**src/rtl/mem_port_arbiter_pkg.sv**
```systemverilog
// Shared types and constants for the memory port arbiter: bus widths,
// stall encodings and arbiter state encoding.
package mem_port_arbiter_pkg;

  localparam int InstAddrW = 32;
  localparam int RegW      = 32;
  localparam int StallW    = 6;

  localparam logic ChipEnable   = 1'b1;
  localparam logic ChipDisable  = 1'b0;
  localparam logic WriteEnable  = 1'b1;
  localparam logic WriteDisable = 1'b0;

  // Stall bus bits: 0 pc, 1 if, 2 id, 3 ex, 4 mem, 5 wb
  localparam logic [StallW-1:0] StallMem = 6'b011111;
  localparam logic [StallW-1:0] StallIf  = 6'b000011;
  localparam logic [StallW-1:0] NoStall  = 6'b000000;

  typedef enum logic [1:0] {
    ArbIdle    = 2'd0,
    ArbBusyIf  = 2'd1,
    ArbBusyMem = 2'd2,
    ArbDone    = 2'd3
  } arb_state_e;

endpackage

```
**src/rtl/mem_port_arbiter_timeout_cnt.sv**
```systemverilog
// Busy-cycle counter; expired_o flags the last busy cycle before an abort.
module arb_timeout_cnt #(
  parameter int TIMEOUT_CYCLES = 16,
  parameter int CNT_W          = 8
) (
  input  logic clk,
  input  logic rst,
  input  logic clr_i,
  input  logic en_i,
  output logic expired_o
);

  logic [CNT_W-1:0] cnt_q;

  // Busy cycle k sees cnt_q == k-1, so the last permitted cycle has cnt_q == TIMEOUT_CYCLES-1
  assign expired_o = (cnt_q == CNT_W'(TIMEOUT_CYCLES - 1));

  always_ff @(posedge clk) begin
    if (rst || clr_i) begin
      cnt_q <= '0;
    end else if (en_i && !expired_o) begin
      cnt_q <= cnt_q + 1'b1;
    end
  end

endmodule

```
**src/rtl/mem_port_arbiter.sv**
```systemverilog
// Shares a single RAM port between instruction fetch and the MEM stage,
// with ack/timeout sequencing and pipeline stall generation.
module mem_port_arbiter
  import mem_port_arbiter_pkg::*;
#(
  parameter int TIMEOUT_CYCLES = 16,
  parameter int CNT_W          = 8
) (
  input  logic                 clk,
  input  logic                 rst,
  input  logic                 if_ce_i,
  input  logic [InstAddrW-1:0] if_addr_i,
  output logic [RegW-1:0]      if_data_o,
  output logic                 if_ready_o,
  input  logic                 mem_ce_i,
  input  logic                 mem_we_i,
  input  logic [3:0]           mem_sel_i,
  input  logic [RegW-1:0]      mem_addr_i,
  input  logic [RegW-1:0]      mem_wdata_i,
  output logic [RegW-1:0]      mem_rdata_o,
  output logic                 mem_ready_o,
  output logic                 ram_ce_o,
  output logic                 ram_we_o,
  output logic [3:0]           ram_sel_o,
  output logic [RegW-1:0]      ram_addr_o,
  output logic [RegW-1:0]      ram_wdata_o,
  input  logic [RegW-1:0]      ram_rdata_i,
  input  logic                 ram_ack_i,
  output logic                 err_o,
  output logic [StallW-1:0]    stall_o
);

  arb_state_e      state_q;
  logic            ram_ce_q, ram_we_q;
  logic [3:0]      ram_sel_q;
  logic [RegW-1:0] ram_addr_q, ram_wdata_q;
  logic [RegW-1:0] if_data_q, mem_rdata_q;
  logic            if_ready_q, mem_ready_q, err_q;
  logic            busy, expired;

  assign busy = (state_q == ArbBusyIf) || (state_q == ArbBusyMem);

  arb_timeout_cnt #(
    .TIMEOUT_CYCLES(TIMEOUT_CYCLES),
    .CNT_W         (CNT_W)
  ) u_timeout_cnt (
    .clk      (clk),
    .rst      (rst),
    .clr_i    (!busy),
    .en_i     (busy),
    .expired_o(expired)
  );

  always_ff @(posedge clk) begin
    if (rst) begin
      state_q     <= ArbIdle;
      ram_ce_q    <= ChipDisable;
      ram_we_q    <= WriteDisable;
      ram_sel_q   <= '0;
      ram_addr_q  <= '0;
      ram_wdata_q <= '0;
      if_data_q   <= '0;
      mem_rdata_q <= '0;
      if_ready_q  <= 1'b0;
      mem_ready_q <= 1'b0;
      err_q       <= 1'b0;
    end else begin
      if_ready_q  <= 1'b0;
      mem_ready_q <= 1'b0;
      err_q       <= 1'b0;
      unique case (state_q)
        ArbIdle: begin
          if (mem_ce_i) begin
            state_q     <= ArbBusyMem;
            ram_ce_q    <= ChipEnable;
            ram_we_q    <= mem_we_i;
            ram_sel_q   <= mem_sel_i;
            ram_addr_q  <= mem_addr_i;
            ram_wdata_q <= mem_wdata_i;
          end else if (if_ce_i) begin
            state_q    <= ArbBusyIf;
            ram_ce_q   <= ChipEnable;
            ram_we_q   <= WriteDisable;
            ram_sel_q  <= 4'hF;
            ram_addr_q <= if_addr_i;
          end
        end
        ArbBusyIf, ArbBusyMem: begin
          // A late ack beats the timeout when both land in the same cycle
          if (ram_ack_i || expired) begin
            state_q  <= ArbDone;
            ram_ce_q <= ChipDisable;
            err_q    <= !ram_ack_i;
            if (state_q == ArbBusyIf) begin
              if_ready_q <= 1'b1;
              if_data_q  <= ram_ack_i ? ram_rdata_i : '0;
            end else begin
              mem_ready_q <= 1'b1;
              if (!ram_ack_i) begin
                mem_rdata_q <= '0;
              end else if (!ram_we_q) begin
                mem_rdata_q <= ram_rdata_i;
              end
            end
          end
        end
        default: state_q <= ArbIdle;
      endcase
    end
  end

  always_comb begin
    stall_o = NoStall;
    if (rst) begin
      stall_o = NoStall;
    end else if (mem_ce_i && !mem_ready_q) begin
      stall_o = StallMem;
    end else if (if_ce_i && !if_ready_q) begin
      stall_o = StallIf;
    end
  end

  assign ram_ce_o    = ram_ce_q;
  assign ram_we_o    = ram_we_q;
  assign ram_sel_o   = ram_sel_q;
  assign ram_addr_o  = ram_addr_q;
  assign ram_wdata_o = ram_wdata_q;
  assign if_data_o   = if_data_q;
  assign if_ready_o  = if_ready_q;
  assign mem_rdata_o = mem_rdata_q;
  assign mem_ready_o = mem_ready_q;
  assign err_o       = err_q;

endmodule

```
**config.mk**
```make
export PLATFORM = sky130hd
export DESIGN_NAME = mem_port_arbiter
export DESIGN_NICKNAME = d
export VERILOG_FILES = /design/src/rtl/mem_port_arbiter_pkg.sv /design/src/rtl/mem_port_arbiter_timeout_cnt.sv /design/src/rtl/mem_port_arbiter.sv
export SDC_FILE = /design/constraint.sdc
export NUM_CORES = 1
export LEC_CHECK = 0
export BUFFER_PORTS_ARGS = -buffer_cell sky130_fd_sc_hd__buf_2
export CAP_MARGIN = 20
export CORE_MARGIN = 8
export CORE_UTILIZATION = 30
export CTS_BUF_LIST = sky130_fd_sc_hd__clkbuf_4
export CTS_CLUSTER_SIZE = 25
export DETAILED_ROUTE_END_ITERATION = 8
export PLACE_DENSITY = 0.64
export SYNTH_ARGS = -nofsm -noshare
export SYNTH_HDL_FRONTEND = slang
export SYNTH_HIERARCHICAL = 1
export SYNTH_SLANG_ARGS = --single-unit
```
**constraint.sdc**
```tcl
create_clock -name clk -period 2.16 [get_ports clk]
set_clock_uncertainty 0.2 [all_clocks]
set_input_delay 0.324 -clock clk [delete_from_list [all_inputs] [get_ports clk]]
set_output_delay 0.324 -clock clk [all_outputs]
set_load 0.05 [all_outputs]
```
* Yosys cells after proc, flatten, opt, wreduce, memory -nomap -nowiden
Index checks and enable logic that the tools add are counted.
** Storage, ports and cells
- Bits in registers :: 147
- Bits of input ports :: 138
- Output and inout port bits :: 143
- Logic and storage cells :: 66
** Cells by class
- $add $sub $neg :: 1
- Equal/unequal tests :: 6
- Mux-type cells :: 22
- Bitwise logic cells :: 3
- Reductions and logical operators :: 22
** Operators by type and width (number)
- 32-bit two-way mux :: 5
- 5-bit two-way mux :: 2
- 8-bit by 1-bit adder with 8-bit output (second input constant) :: 1
- 8-bit by 4-bit equality test with 1-bit output (second input constant) :: 1
- 2-bit two-way mux :: 4
- 4-bit two-way mux :: 2
- 1-bit two-way mux :: 7
- 2-bit AND reduction :: 3
- 3-bit AND reduction :: 2
- 1-bit zero test :: 5
- 2-bit inequality test (second input constant) :: 2
- 2-bit case mux with 2 select lines :: 1
- 4-bit AND reduction :: 1
- 2-bit nonzero test :: 2
- 1-bit logical AND :: 3
- 1-bit logical OR :: 3
- 3-bit inequality test (second input constant) :: 1
- 1-bit inverter :: 3
- 3-bit OR reduction :: 1
- 2-bit by 1-bit equality test with 1-bit output (second input constant) :: 1
- 2-bit equality test (second input constant) :: 1
- 2-bit zero test :: 1
- 1-bit case mux with 2 select lines :: 1
- 2-bit OR reduction :: 1

* Longest topological paths before layout
- Depth after elaboration :: 5
- Mapped depth :: 8
- Depth with buffers taken out :: 6

* Modules after synthesis
Netlist, hierarchy kept.
** Modules (own cells, without submodules)
- mem_port_arbiter :: instances 1, cells an instance 597, area each 5625.4 sq um, sequential area each 2782.7 sq um
- arb_timeout_cnt :: instances 1, cells an instance 48, area each 414.1 sq um, sequential area each 160.2 sq um

* Worst setup path after synthesis
No wires, ideal clock.
- Kind :: flip-flop to output port
- From :: register mem_ready_q (netlist: mem_ready_o)
- To :: output stall_o[1]
- Data arrival time :: 2656 ps
- Required time :: 1636 ps
- Setup slack :: -1020 ps
- Stages on the path, launching flop included :: 4
- Buffers on the path :: 1
- Path through :: dfxtp_1 -> nor3b_1 -> or2_1 -> buf_4
** Between the ends
- Longest elaborated chain between the ends :: 4
** Ends and longest elaborated chain
- start, declared :: RTL line mem_port_arbiter.sv:38 : logic if_ready_q, mem_ready_q, err_q;
- start signal, assigned :: RTL line mem_port_arbiter.sv:65 : mem_ready_q <= 1'b0;
- start signal, assigned :: RTL line mem_port_arbiter.sv:69 : mem_ready_q <= 1'b0;
- start signal, assigned :: RTL line mem_port_arbiter.sv:98 : mem_ready_q <= 1'b1;
- 1-bit zero test :: RTL line mem_port_arbiter.sv:116 : end else if (mem_ce_i && !mem_ready_q) begin
- 1-bit logical AND :: RTL line mem_port_arbiter.sv:116
- 5-bit two-way mux :: RTL line mem_port_arbiter.sv:116
- 5-bit two-way mux :: RTL line mem_port_arbiter.sv:114 : if (rst) begin
- end, declared :: RTL line mem_port_arbiter.sv:30 : output logic [StallW-1:0] stall_o
No other way between the ends.

* Final worst setup path
- From :: register mem_ready_q (netlist: mem_ready_o)
- To :: output stall_o[2]
The elaborated chain is that of the path after synthesis.

==> run metrics <==
drt first pass iters 4; Max Slew Vio Count 0; Initial Util 30.2%; Die ar. 24900 um2; IO Pins 281; Core Rows 52; first-pass GRT wire length 32700 um; largest net degree at the start of global routing 75; Placer Congestion 0.765; register area 2940 um2; Buffers on Ports 279; Syn Nets 787; Hold WC Path Type in2reg; DRT Wirelength 21300 um; total gr overflow 0; period utilization 94.3%; r2r setup slk 0.14 ns; cell area after synthesis 6040 um2; setup_tns 0 ns; Reg clk slew, reported paths 0.14 ns; Seq/Total Area, Yosys 48.7%; routed vias 6092; synthesis-stage register bit count 147; met2 Usage GRT 27.1%; drt wl/cell 15.9 um; Worst setup startpoint mem_ready_o$_SDFF_PP0_; Worst path max stage delay 0.36 ns; crit path launch type flop; count of different cell masters after synthesis 41; Finish-stage setup viols 0; GR peak layer met2; GR Layer Usage met1 18.8%; crit end category output port; worst path cell trace nor3b_4, buf_4, buf_2; TritonCTS Buffers 17; Crit path buffers/inverters 2; RSZ-0062 raised after global routing false; Worst Path Arrival 1.51 ns; number of synthesized flops with an enable pin 0; root buf cell clkbuf_4; layout cell share with drive strength beyond 1 32.9%; Clock Latency Late Sink 0.53 ns; CTS tree done; dpl hpwl 13600 um; top_reg_cell synth dfxtp_1; met3 global-route usage 7.23%; final core occ 47.0%; ys async rst share 0%; initial antenna violation count 2; PwrDens 1010 nW/um2; via density per instance 4.57; Yosys warnings 6; slowest CP cell dfxtp_2; DRT iter0 DRCs 283; clk sink count 147; Final ANT Viol Nets 0; H-Tree Depth 4; Die Y 158 um; Crit Path Max Fanout 3; hold_sp mem_ce_i; vias in the first global route 6386; leak pwr 4.38 nW; CP required 1.64 ns; Core Region 20000 um2; status completed; Largest delay share family, worst path buffers and inverters; fillers 1867; most frequent cells in the layout buf_2 (275), dfxtp_1 (146), dlygate4sd3_1 (136); final net count 1190; multi-input logic area 2800 um2; commonest non-fill, non-tap cell in the layout buf_2; Max Clock Freq 0.491 GHz; Syn Area/Cell 9.36 um2; Total GRT Usage 16.5%; Syn Inst Count 645; crit path kind reg2out; Die X-Extent 158 um; Max VDD drop 613 uV; Worst-Margin Slew 0.704 ns; Period minus WS final 2.04 ns; Max clock buf depth 2; P&R area growth vs syn 55.6%; max_slew headroom 53.1%; Max Cap Viol 0; Critical R2R Launch u_timeout_cnt/cnt_q[1]$_SDFFE_PP0P_; drt drc 0; Fin. Hold Viols 0
## cells in the mapped netlist (2+ instances only)
| cell | instances | area, um2 |
|---|---|---|
| inv_1 | 4 | 15.0 |
| nor3_1 | 7 | 35.0 |
| nor3b_1 | 3 | 22.5 |
| a211oi_1 | 34 | 255 |
| dfxtp_1 | 147 | 2940 |
| nand2b_1 | 37 | 231 |
| ha_1 | 4 | 50.1 |
| nand3_1 | 3 | 15.0 |
| buf_12 | 3 | 60.1 |
| buf_6 | 2 | 22.5 |
| nand3b_1 | 64 | 480 |
| and2_1 | 2 | 12.5 |
| nand4_1 | 2 | 12.5 |
| buf_2 | 11 | 55.1 |
| or3_1 | 4 | 25.0 |
| nand2_1 | 70 | 263 |
| buf_4 | 4 | 30.0 |
| o21ai_1 | 34 | 170 |
| buf_1 | 5 | 18.8 |
| nor2_1 | 45 | 169 |
| o21ai_0 | 4 | 20.0 |
| mux2i_1 | 68 | 681 |
| clkbuf_1 | 32 | 120 |
| a21oi_1 | 39 | 195 |
## cell type report
| class | count | share of cell area (%) |
|---|---|---|
| clock buffers | 18 | 1.44 |
| repair buffers | 441 | 32.1 |
| flip-flops and latches | 147 | 31.3 |
| multi-input cells | 437 | 29.8 |
| clock inverters | 14 | 1.53 |
| well taps | 270 | 3.60 |
| diodes | 2 | 0.0533 |
| inverters | 4 | 0.160 |
## where the power goes
| part | switching [W] | leakage [nW] | internal [W] |
|---|---|---|---|
| sequential | 0.000261 | 1.20 | 0.00320 |
| clock | 0.00112 | 0.146 | 0.000622 |
| combinational | 0.00299 | 3.04 | 0.00127 |
| total | 0.00438 | 4.38 | 0.00509 |
## per-stage QoR
step | area, um2 | hold slack (ns) | cells | setup WS, ns | total power [W]
2_1_floorplan | 6060 | 0.260 | 645 | 0.00855 | 0.00653
3_3_place_gp | 7700 | 0.238 | 1160 | 0.169 | 0.00748
3_5_place_dp | 7700 | 0.244 | 1160 | 0.107 | 0.00752
4_1_cts | 9360 | 0.00345 | 1330 | 0.000177 | 0.00950
5_1_grt | 9400 | 0.0451 | 1333 | 0.00866 | 0.0100
6_report | 9400 | 0.0626 | 1333 | 0.123 | 0.00947
## per-layer routing
layer | wire [um] | part of all wire [%]
met1 | 9000 | 42
met2 | 9650 | 45
met3 | 2310 | 11
met4 | 286 | 1.3
met5 | 0 | 0
## cells by family after synthesis
group | after synthesis | synth area share (%)
AOI/OAI and AO/OA | 119 | 11.7
adders and majority gates | 4 | 0.829
buffers and inverters | 61 | 5.32
DFF | 147 | 48.7
muxes | 68 | 11.3
other | 1 | 0.0621
and+or+nand+nor | 245 | 22.1
## final timing paths
kind	endpoint	cells after the start
worst max-delay path	stall_o[2]	3
worst max register to register	mem_rdata_o[3]$_SDFFE_PP0P_	7
worst min register to register	ram_wdata_o[16]$_SDFFE_PP0P_	2
worst min-delay path	ram_ce_o$_SDFFE_PP0P_	3
## flip-flops by register name, indices dropped and copies added (netlist names)
signal	cells
if_data_o	32
ram_sel_o	4
mem_rdata_o	32
u_timeout_cnt/cnt_q	8
mem_ready_o	1
ram_addr_o	32
state_q	2
ram_wdata_o	32
if_ready_o	1
err_o	1
ram_we_o	1
ram_ce_o	1
## timing repair
action	in CTS	in global routing
hold buffers	137	0
gates resized for setup	2	6
endpoints found under the hold margin	142	0
gates cloned	0	1
setup endpoints to repair	2	63
setup buffers	1	1
pin swaps	1	1
## tightest hold or removal path, delay by kind of cell
kind            cells  cell delay, ns
compound gates      2            0.27
buf+inv             1            0.16
Note: power is estimated with default switching activity, not from simulation.
